--- src/rtl/countdown_sequencer.sv ---
// countdown_sequencer: mm:ss BCD countdown with button digit edit; define PRESET_RESTORE_EN to reload the pre-run time when a finished count is stopped
module countdown_sequencer #(
  parameter int unsigned TICK_DIV = 100000000
) (
  input  logic       clk,
  input  logic       reset,
  input  logic       i_run,
  input  logic [1:0] i_choose,
  input  logic       i_B_U,
  input  logic       i_B_D,
  output logic [3:0] o_segs0,
  output logic [3:0] o_segs1,
  output logic [3:0] o_mins0,
  output logic [3:0] o_mins1,
  output logic       o_tick,
  output logic       o_zero
);
  localparam logic [26:0] LAST = 27'(TICK_DIV - 1);
  logic [3:0]  r_d [4];
  logic [3:0]  w_next [4];
  logic [26:0] r_presc;
  logic        r_prev_u, r_prev_d, r_tick;
  logic        w_up, w_dn, w_zero, w_last, w_dec, w_edit;
  function automatic logic [3:0] f_step(input logic [3:0] d, input logic [3:0] m, input logic up);
    return up ? (d == m ? 4'd0 : d + 4'd1) : (d == 4'd0 ? m : d - 4'd1);
  endfunction
  assign w_up   = i_B_U & ~r_prev_u;
  assign w_dn   = i_B_D & ~r_prev_d;
  assign w_zero = ~|{r_d[3], r_d[2], r_d[1], r_d[0]};
  assign w_last = r_presc == LAST;
  assign w_dec  = i_run & ~w_zero & w_last;
  assign w_edit = ~i_run & (w_up ^ w_dn);
`ifdef PRESET_RESTORE_EN
  logic [15:0] r_preset;
  logic        r_run_d;
  logic        w_reload;
  assign w_reload = ~i_run & r_run_d & w_zero;
  always_ff @(posedge clk or negedge reset)
    if (!reset) begin
      r_preset <= '0;
      r_run_d  <= 1'b0;
    end else begin
      r_run_d <= i_run;
      if (i_run & ~r_run_d) r_preset <= {r_d[3], r_d[2], r_d[1], r_d[0]};
    end
`endif
  // each digit borrows only when every lower digit is already 0
  always_comb begin
    w_next = r_d;
    if (w_edit) w_next[i_choose] = f_step(r_d[i_choose], i_choose == 2'd1 ? 4'd5 : 4'd9, w_up);
    else if (w_dec) begin
      w_next[0] = r_d[0] == 4'd0 ? 4'd9 : r_d[0] - 4'd1;
      w_next[1] = r_d[0] != 4'd0 ? r_d[1] : r_d[1] == 4'd0 ? 4'd5 : r_d[1] - 4'd1;
      w_next[2] = |{r_d[1], r_d[0]} ? r_d[2] : r_d[2] == 4'd0 ? 4'd9 : r_d[2] - 4'd1;
      w_next[3] = |{r_d[2], r_d[1], r_d[0]} ? r_d[3] : r_d[3] - 4'd1;
    end
`ifdef PRESET_RESTORE_EN
    if (w_reload) {w_next[3], w_next[2], w_next[1], w_next[0]} = r_preset;
`endif
  end
  always_ff @(posedge clk or negedge reset)
    if (!reset) begin
      r_d      <= '{default: '0};
      r_presc  <= '0;
      r_prev_u <= 1'b0;
      r_prev_d <= 1'b0;
      r_tick   <= 1'b0;
    end else begin
      r_d      <= w_next;
      r_presc  <= !i_run ? '0 : w_zero ? r_presc : w_last ? '0 : r_presc + 27'd1;
      r_prev_u <= i_B_U;
      r_prev_d <= i_B_D;
      r_tick   <= w_dec;
    end
  assign o_segs0 = r_d[0];
  assign o_segs1 = r_d[1];
  assign o_mins0 = r_d[2];
  assign o_mins1 = r_d[3];
  assign o_tick  = r_tick;
  assign o_zero  = w_zero;
endmodule

--- config.mk ---
export PLATFORM = sky130hd
export DESIGN_NAME = countdown_sequencer
export DESIGN_NICKNAME = d
export VERILOG_FILES = /design/src/rtl/countdown_sequencer.sv
export SDC_FILE = /design/constraint.sdc
export NUM_CORES = 1
export LEC_CHECK = 0
export BUFFER_PORTS_ARGS = -buffer_cell sky130_fd_sc_hd__buf_2
export CAP_MARGIN = 20
export CORE_ASPECT_RATIO = 0.7
export CORE_UTILIZATION = 41
export CTS_CLUSTER_DIAMETER = 60
export DETAILED_ROUTE_END_ITERATION = 8
export MAX_ROUTING_LAYER = met4
export SYNTH_ARGS = -nofsm -noshare
export SYNTH_HDL_FRONTEND = slang
export SYNTH_SLANG_ARGS = --single-unit
--- constraint.sdc ---
create_clock -name clk -period 2.53 [get_ports clk]
set_clock_uncertainty 0.2 [all_clocks]
set_input_delay 0.1265 -clock clk [delete_from_list [all_inputs] [get_ports clk]]
set_output_delay 0.1265 -clock clk [all_outputs]
set_load 0.05 [all_outputs]
==> results of run 1 <==
## final cells by class
type                    instances  share of cell area [%]
inverters                       9                   0.840
clock buffers                   7                    1.77
repair buffers                118                    20.7
flip-flops and latches         46                    27.0
clock inverters                 1                   0.695
well taps                      94                    2.72
multi-input cells             273                    46.2
## how the worst min path moves through the flow
| stage | startpoint | end | slack, ns | depth (start not counted) |
|---|---|---|---|---|
| detailed placement | reset | r_presc[3] | -0.05 | 1 |
| floorplan | reset | o_mins0[0] | -0.37 | 0 |
| global placement | reset | r_presc[4] | -0.06 | 1 |
| global route | i_run | r_presc[6] | 0.06 | 3 |
| finish | i_run | r_presc[6] | 0.05 | 3 |
| CTS | i_run | r_presc[6] | 0.04 | 3 |
## repair_timing
item,4_1_cts,5_1_grt
setup endpoints to repair,27,34
pin swaps,2,12
buffers inserted,3,4
hold buffers,3,0
endpoints found under the hold margin,22,0
gates resized for setup,21,36
## routing by layer
metal | global-route usage, % | wire length (um) | share of wire [%]
met5 | - | 0 | 0
met4 | 5.71 | 72 | 0.75
met3 | 5.06 | 787 | 8.2
met2 | 36.0 | 4010 | 42
met1 | 41.1 | 4720 | 49
## cell families (layout without fill, tap and decap cells)
logic type	after synthesis	count (layout)	share of synthesized area (%)
buffers and inverters	20	135	3.13
AND/OR/NAND/NOR	142	142	25.1
multiplexers	15	15	6.72
AO/OA/AOI/OAI	101	101	21.4
XOR/XNOR	8	8	2.34
flip-flops	46	46	38.4
adder cells (fa/ha/maj)	7	7	2.92
## worst max-delay path, cell delays in order (launching register included)
cell,delay (ns)
dfrtp_2,0.44
or4_4,0.57
o41ai_2,0.42
buf_4,0.19
nor4_2,0.05
buf_4,0.17
nand2_2,0.08
buf_6,0.11
mux2i_1,0.17
mux2i_1,0.10
## sequential cells by signal, indices dropped and copies added, names as in the netlist
name      count
r_presc      27
o_mins0       4
o_mins1       4
o_segs0       4
o_segs1       4
o_tick        1
r_prev_d      1
r_prev_u      1
## power by group
| part | internal [mW] | switching, mW | total, mW |
|---|---|---|---|
| Sequential | 0.881 | 0.163 | 1.04 |
| Combinational | 1.13 | 1.50 | 2.63 |
| Clock | 0.296 | 0.259 | 0.555 |
## metrics by stage
stage	instances	setup WS [ns]	power, mW	cell area (sq um)	util, %
floorplan	339	-0.296	2.25	3050	-
global route	548	-0.189	4.43	4320	62.5
finish	548	-0.0956	4.23	4320	62.5
detailed placement	530	-0.108	3.25	3890	56.3
global placement	530	-0.0725	3.21	3890	56.3
CTS	544	-0.0672	3.92	4130	59.7
## cell usage in the layout (no fill, tap or decap), types with 5 or more instances in the layout
master,n
nand4_1,7
o21ai_0,27
nor2b_1,5
buf_2,23
buf_4,83
o21ai_1,16
mux2i_1,10
o211ai_1,5
nand2_1,38
dfrtp_2,13
dfrtp_1,33
clkbuf_8,5
nor2_1,23
a21oi_1,9
nor3_1,9
buf_6,6
o31ai_1,6
nand3_1,17
==> results_dict.tcl, run 1 <==
set metrics [dict create \
    outcome "finished with violations" \
    violations "setup timing" \
    synth-seq-area-share_pct 38.4 \
    drive_gt1_share_pct 40.1 \
    netlist_top_cells_count "dfrtp_1, o21ai_0, nand2_1, nor2_1, nand3_1" \
    rsz0062_at_grt "true" \
    postRouteAntennaNets 0 \
    p_leak_nw 1.86 \
    ys_types 59 \
    core_sq_um 6910 \
    synth-main-ff-cell "dfrtp_1" \
    clock-sinks 46 \
    gp_congestion 0.909 \
    finalSetupViolCount 22 \
    area_delta_synth_final_pct 44.0 \
    cp_max_fo 4 \
    drc_errors 0 \
    vdd_drop_max_uv 613 \
    num_vias 3251 \
    synthCells 339 \
    start_util_pct 43.4 \
    syn_nets 353 \
    viasPerCell 5.93 \
    tightest_slew_ns 0.719 \
    crit_path_end_kind "register" \
    hold_path.class "input pin to register" \
    async_reset_ff_share_pct 100 \
    post_drt_wl_per_cell_um 17.5 \
    hold_ws_ns 0.0457 \
    synth_area_sq_um 3000 \
    cts_tree "yes" \
    grt_pass1_wl_um 15300 \
    grt-ovfl-total 0 \
    final_nets 467 \
    cts_buffers 5 \
    yosys_warnings 0 \
    grt_pass1_vias 2909 \
    io-pin-count 25 \
    endpoint "o_segs1[1]" \
    slew_headroom_pct 51.9 \
    antenna_found_initial 0 \
    drtIter0Drc 256 \
    yosysMostFrequentCell "dfrtp_1" \
    wirelength_um 9590 \
    fmax_mhz 381 \
    worstRegToRegCells 9 \
    synth-edff-count 0 \
    ys_ff_latch 46 \
    dp_hpwl_um 7040 \
    die_y_um 73.6 \
    syn_area_per_cell_sq_um 8.85 \
    fill_cells 561 \
    cts.clk_slew.worst_paths_ns 0.09 \
    cts.htree.levels 2 \
    r2r_slack_ns -0.1 \
    register_area_sq_um 1170 \
    diodes 0 \
    tns_ns -0.877 \
    worstSetupStartpointType "register" \
    critPathKind "register to register" \
    clk_latency_ns 0.30 \
    required_ns 2.52 \
    port_buffers 24 \
    synth_top_area_share_pct 38.4 \
    reg2reg_to "o_segs1[1]" \
    p_per_area_nw_per_um2 979 \
    clock-root-buffer "clkbuf_8" \
    die_x_um 104 \
    dieArea_sq_um 7670 \
    clk_path_buf_depth 2 \
    r2r_start "o_segs0[1]" \
    final-hold-violation-count 0 \
    grt_util_all_layers_pct 26.8 \
    grt_max_degree 23 \
    cp.arrival_ns 2.61 \
    drv_cap 0 \
    slew_violations 0 \
    cp-startpoint "o_segs0[1]" \
    fin_crit_ns 2.63 \
    multiInputGateArea_sq_um 1990 \
    rows 25 \
    firstDrtPassIters 4 \
    synth_area_leaders "dfrtp_1, o21ai_0, nand2_1, mux2i_1, mux4_2" \
    finalCritPeriodShare_pct 104 \
    setup_ws_ns -0.0956 \
    post-synth-top-area-cell "dfrtp_1" \
]
Power figures use the tool's default switching activity.
==> run 2, diff against run 1 <==
--- a/config.mk
+++ b/config.mk
@@ -9,6 +9,7 @@
 export CAP_MARGIN = 20
 export CORE_ASPECT_RATIO = 0.7
 export CORE_UTILIZATION = 41
+export CTS_BUF_LIST = sky130_fd_sc_hd__clkbuf_4 sky130_fd_sc_hd__clkbuf_8 sky130_fd_sc_hd__clkbuf_16
 export CTS_CLUSTER_DIAMETER = 60
 export DETAILED_ROUTE_END_ITERATION = 8
 export MAX_ROUTING_LAYER = met4
==> results_dict.tcl, run 2 (synthesis results as in run 1) <==
set metrics [dict create \
    outcome "finished with violations" \
    violations "setup timing" \
    postRouteAntennaNets 0 \
    critPathKind "register to register" \
    start_util_pct 43.4 \
    cp.arrival_ns 2.62 \
    p_per_area_nw_per_um2 981 \
    finalSetupViolCount 24 \
    firstDrtPassIters 4 \
    fin_crit_ns 2.63 \
    slowest_stage "or4_4" \
    num_vias 3250 \
    drive_gt1_share_pct 40.9 \
    largest_register_ffs 27 \
    cp_cell_sequence "or4_4, o41ai_2, buf_4, nor4_2, buf_4, nand2_2, buf_6, mux2i_1, mux2i_1" \
    drc_errors 0 \
    slew_violations 0 \
    grt_util_all_layers_pct 26.9 \
    clock-root-buffer "clkbuf_8" \
    clk_latency_ns 0.31 \
    tightest_slew_ns 0.721 \
    register_area_sq_um 1170 \
    layout_common_cells "buf_4, nand2_1, dfrtp_1, o21ai_0" \
    final_nets 468 \
    dp_hpwl_um 7040 \
    multiInputGateArea_sq_um 1990 \
    clk_path_buf_depth 2 \
    rsz0062_at_grt "true" \
    cp_max_fo 4 \
    hold_path.class "input pin to register" \
    grt-ovfl-total 0 \
    dieArea_sq_um 7670 \
    p_leak_nw 1.87 \
    port_buffers 24 \
    clock-sinks 46 \
    core_sq_um 6910 \
    io-pin-count 25 \
    fmax_mhz 380 \
    wirelength_um 9780 \
    cpLargestDelayFamily "simple AND/OR/NAND/NOR gates" \
    stdcell_count 549 \
    cts.clk_slew.worst_paths_ns 0.09 \
    crit_path_end_kind "register" \
    grt_pass1_vias 2909 \
    grt_pass1_wl_um 15300 \
    vdd_drop_max_uv 643 \
    diodes 0 \
    max_stage_delay_ns 0.59 \
    cts_tree "yes" \
    finalCritPeriodShare_pct 104 \
    antenna_found_initial 0 \
    gp_congestion 0.909 \
    area_delta_synth_final_pct 44.4 \
    final_common_cell "buf_4" \
    final-hold-violation-count 0 \
    cts_buffers 5 \
    drtIter0Drc 227 \
    fill_cells 554 \
    crit_buf_inv 3 \
    grt_max_degree 23 \
    worstSetupStartpointType "register" \
    regMostFlops "r_presc" \
    viasPerCell 5.92 \
    post-place-cells 530 \
    cts.htree.levels 2 \
    post_drt_wl_per_cell_um 17.8 \
    required_ns 2.52 \
    rows 25 \
    place_ws_ns -0.108 \
    die_x_um 104 \
    die_y_um 73.6 \
    setup_ws_ns -0.104 \
    drv_cap 0 \
    slew_headroom_pct 51.8 \
]
## run 2: changes by cell type in the layout (fill, tap and decap cells not counted), sizes merged
cell | previous run | this run
buf | 115 | 116
## run 2: repair_timing
| item | 4_1_cts | 5_1_grt |
|---|---|---|
| endpoints found under the setup margin | 27 | 34 |
| pin swaps | 3 | 14 |
| endpoints found under the hold margin | 22 | 0 |
| hold buffers | 3 | 0 |
| resized for setup | 20 | 36 |
| buffers inserted | 1 | 8 |
## run 2: layout make-up
cell class              instances  area share, %
clock buffers                   7           1.94
clock inverters                 1          0.693
inverters                       9          0.838
multi-input cells             273           46.0
flip-flops and latches         46           26.9
well taps                      94           2.72
repair buffers                119           20.9
## run 2: power breakdown
part	internal, mW	switching [mW]	total, mW	leakage (nW)
registers	0.881	0.166	1.05	0.595
clock network	0.318	0.262	0.579	0.0593
logic	1.11	1.51	2.62	1.21
## run 2: routing by layer
| layer | routed length, um | track usage (%) |
|---|---|---|
| met5 | 0 | - |
| met4 | 78 | 6.19 |
| met3 | 735 | 5.77 |
| met2 | 4060 | 35.8 |
| met1 | 4910 | 40.7 |
## run 2: through the flow
stage / TNS, ns / hold slack, ns / cell area (sq um) / utilization, % / power, mW
finish: -0.959 / 0.0418 / 4330 / 62.7 / 4.25
floorplan: -6.12 / -0.369 / 3050 / - / 2.25
global placement: -0.270 / -0.0641 / 3890 / 56.3 / 3.21
detailed placement: -0.897 / -0.0526 / 3890 / 56.3 / 3.25
global route: -3.29 / 0.0638 / 4330 / 62.7 / 4.44
CTS: -0.0676 / 0.0365 / 4120 / 59.5 / 3.91
## run 2: worst register-to-register path: cells and delay by family (launching register included)
family / cells / cell delay [ns]
AO/OA/AOI/OAI: 1 / 0.40
buffers and inverters: 3 / 0.48
flip-flops: 1 / 0.44
multiplexers: 2 / 0.28
AND/OR/NAND/NOR: 3 / 0.72
## run 2: worst paths after layout
path	startpoint	endpoint	slack (ns)	cells past startpoint
setup / recovery	o_segs1[0]	o_segs1[1]	-0.10	9
hold / removal	i_run	r_presc[6]	0.04	3
setup reg to reg	o_segs1[0]	o_segs1[1]	-0.10	9
hold reg to reg	r_presc[26]	r_presc[26]	0.29	1
max in group asynchronous	reset	o_mins1[1]	1.37	3
min in group asynchronous	reset	r_presc[4]	0.13	2
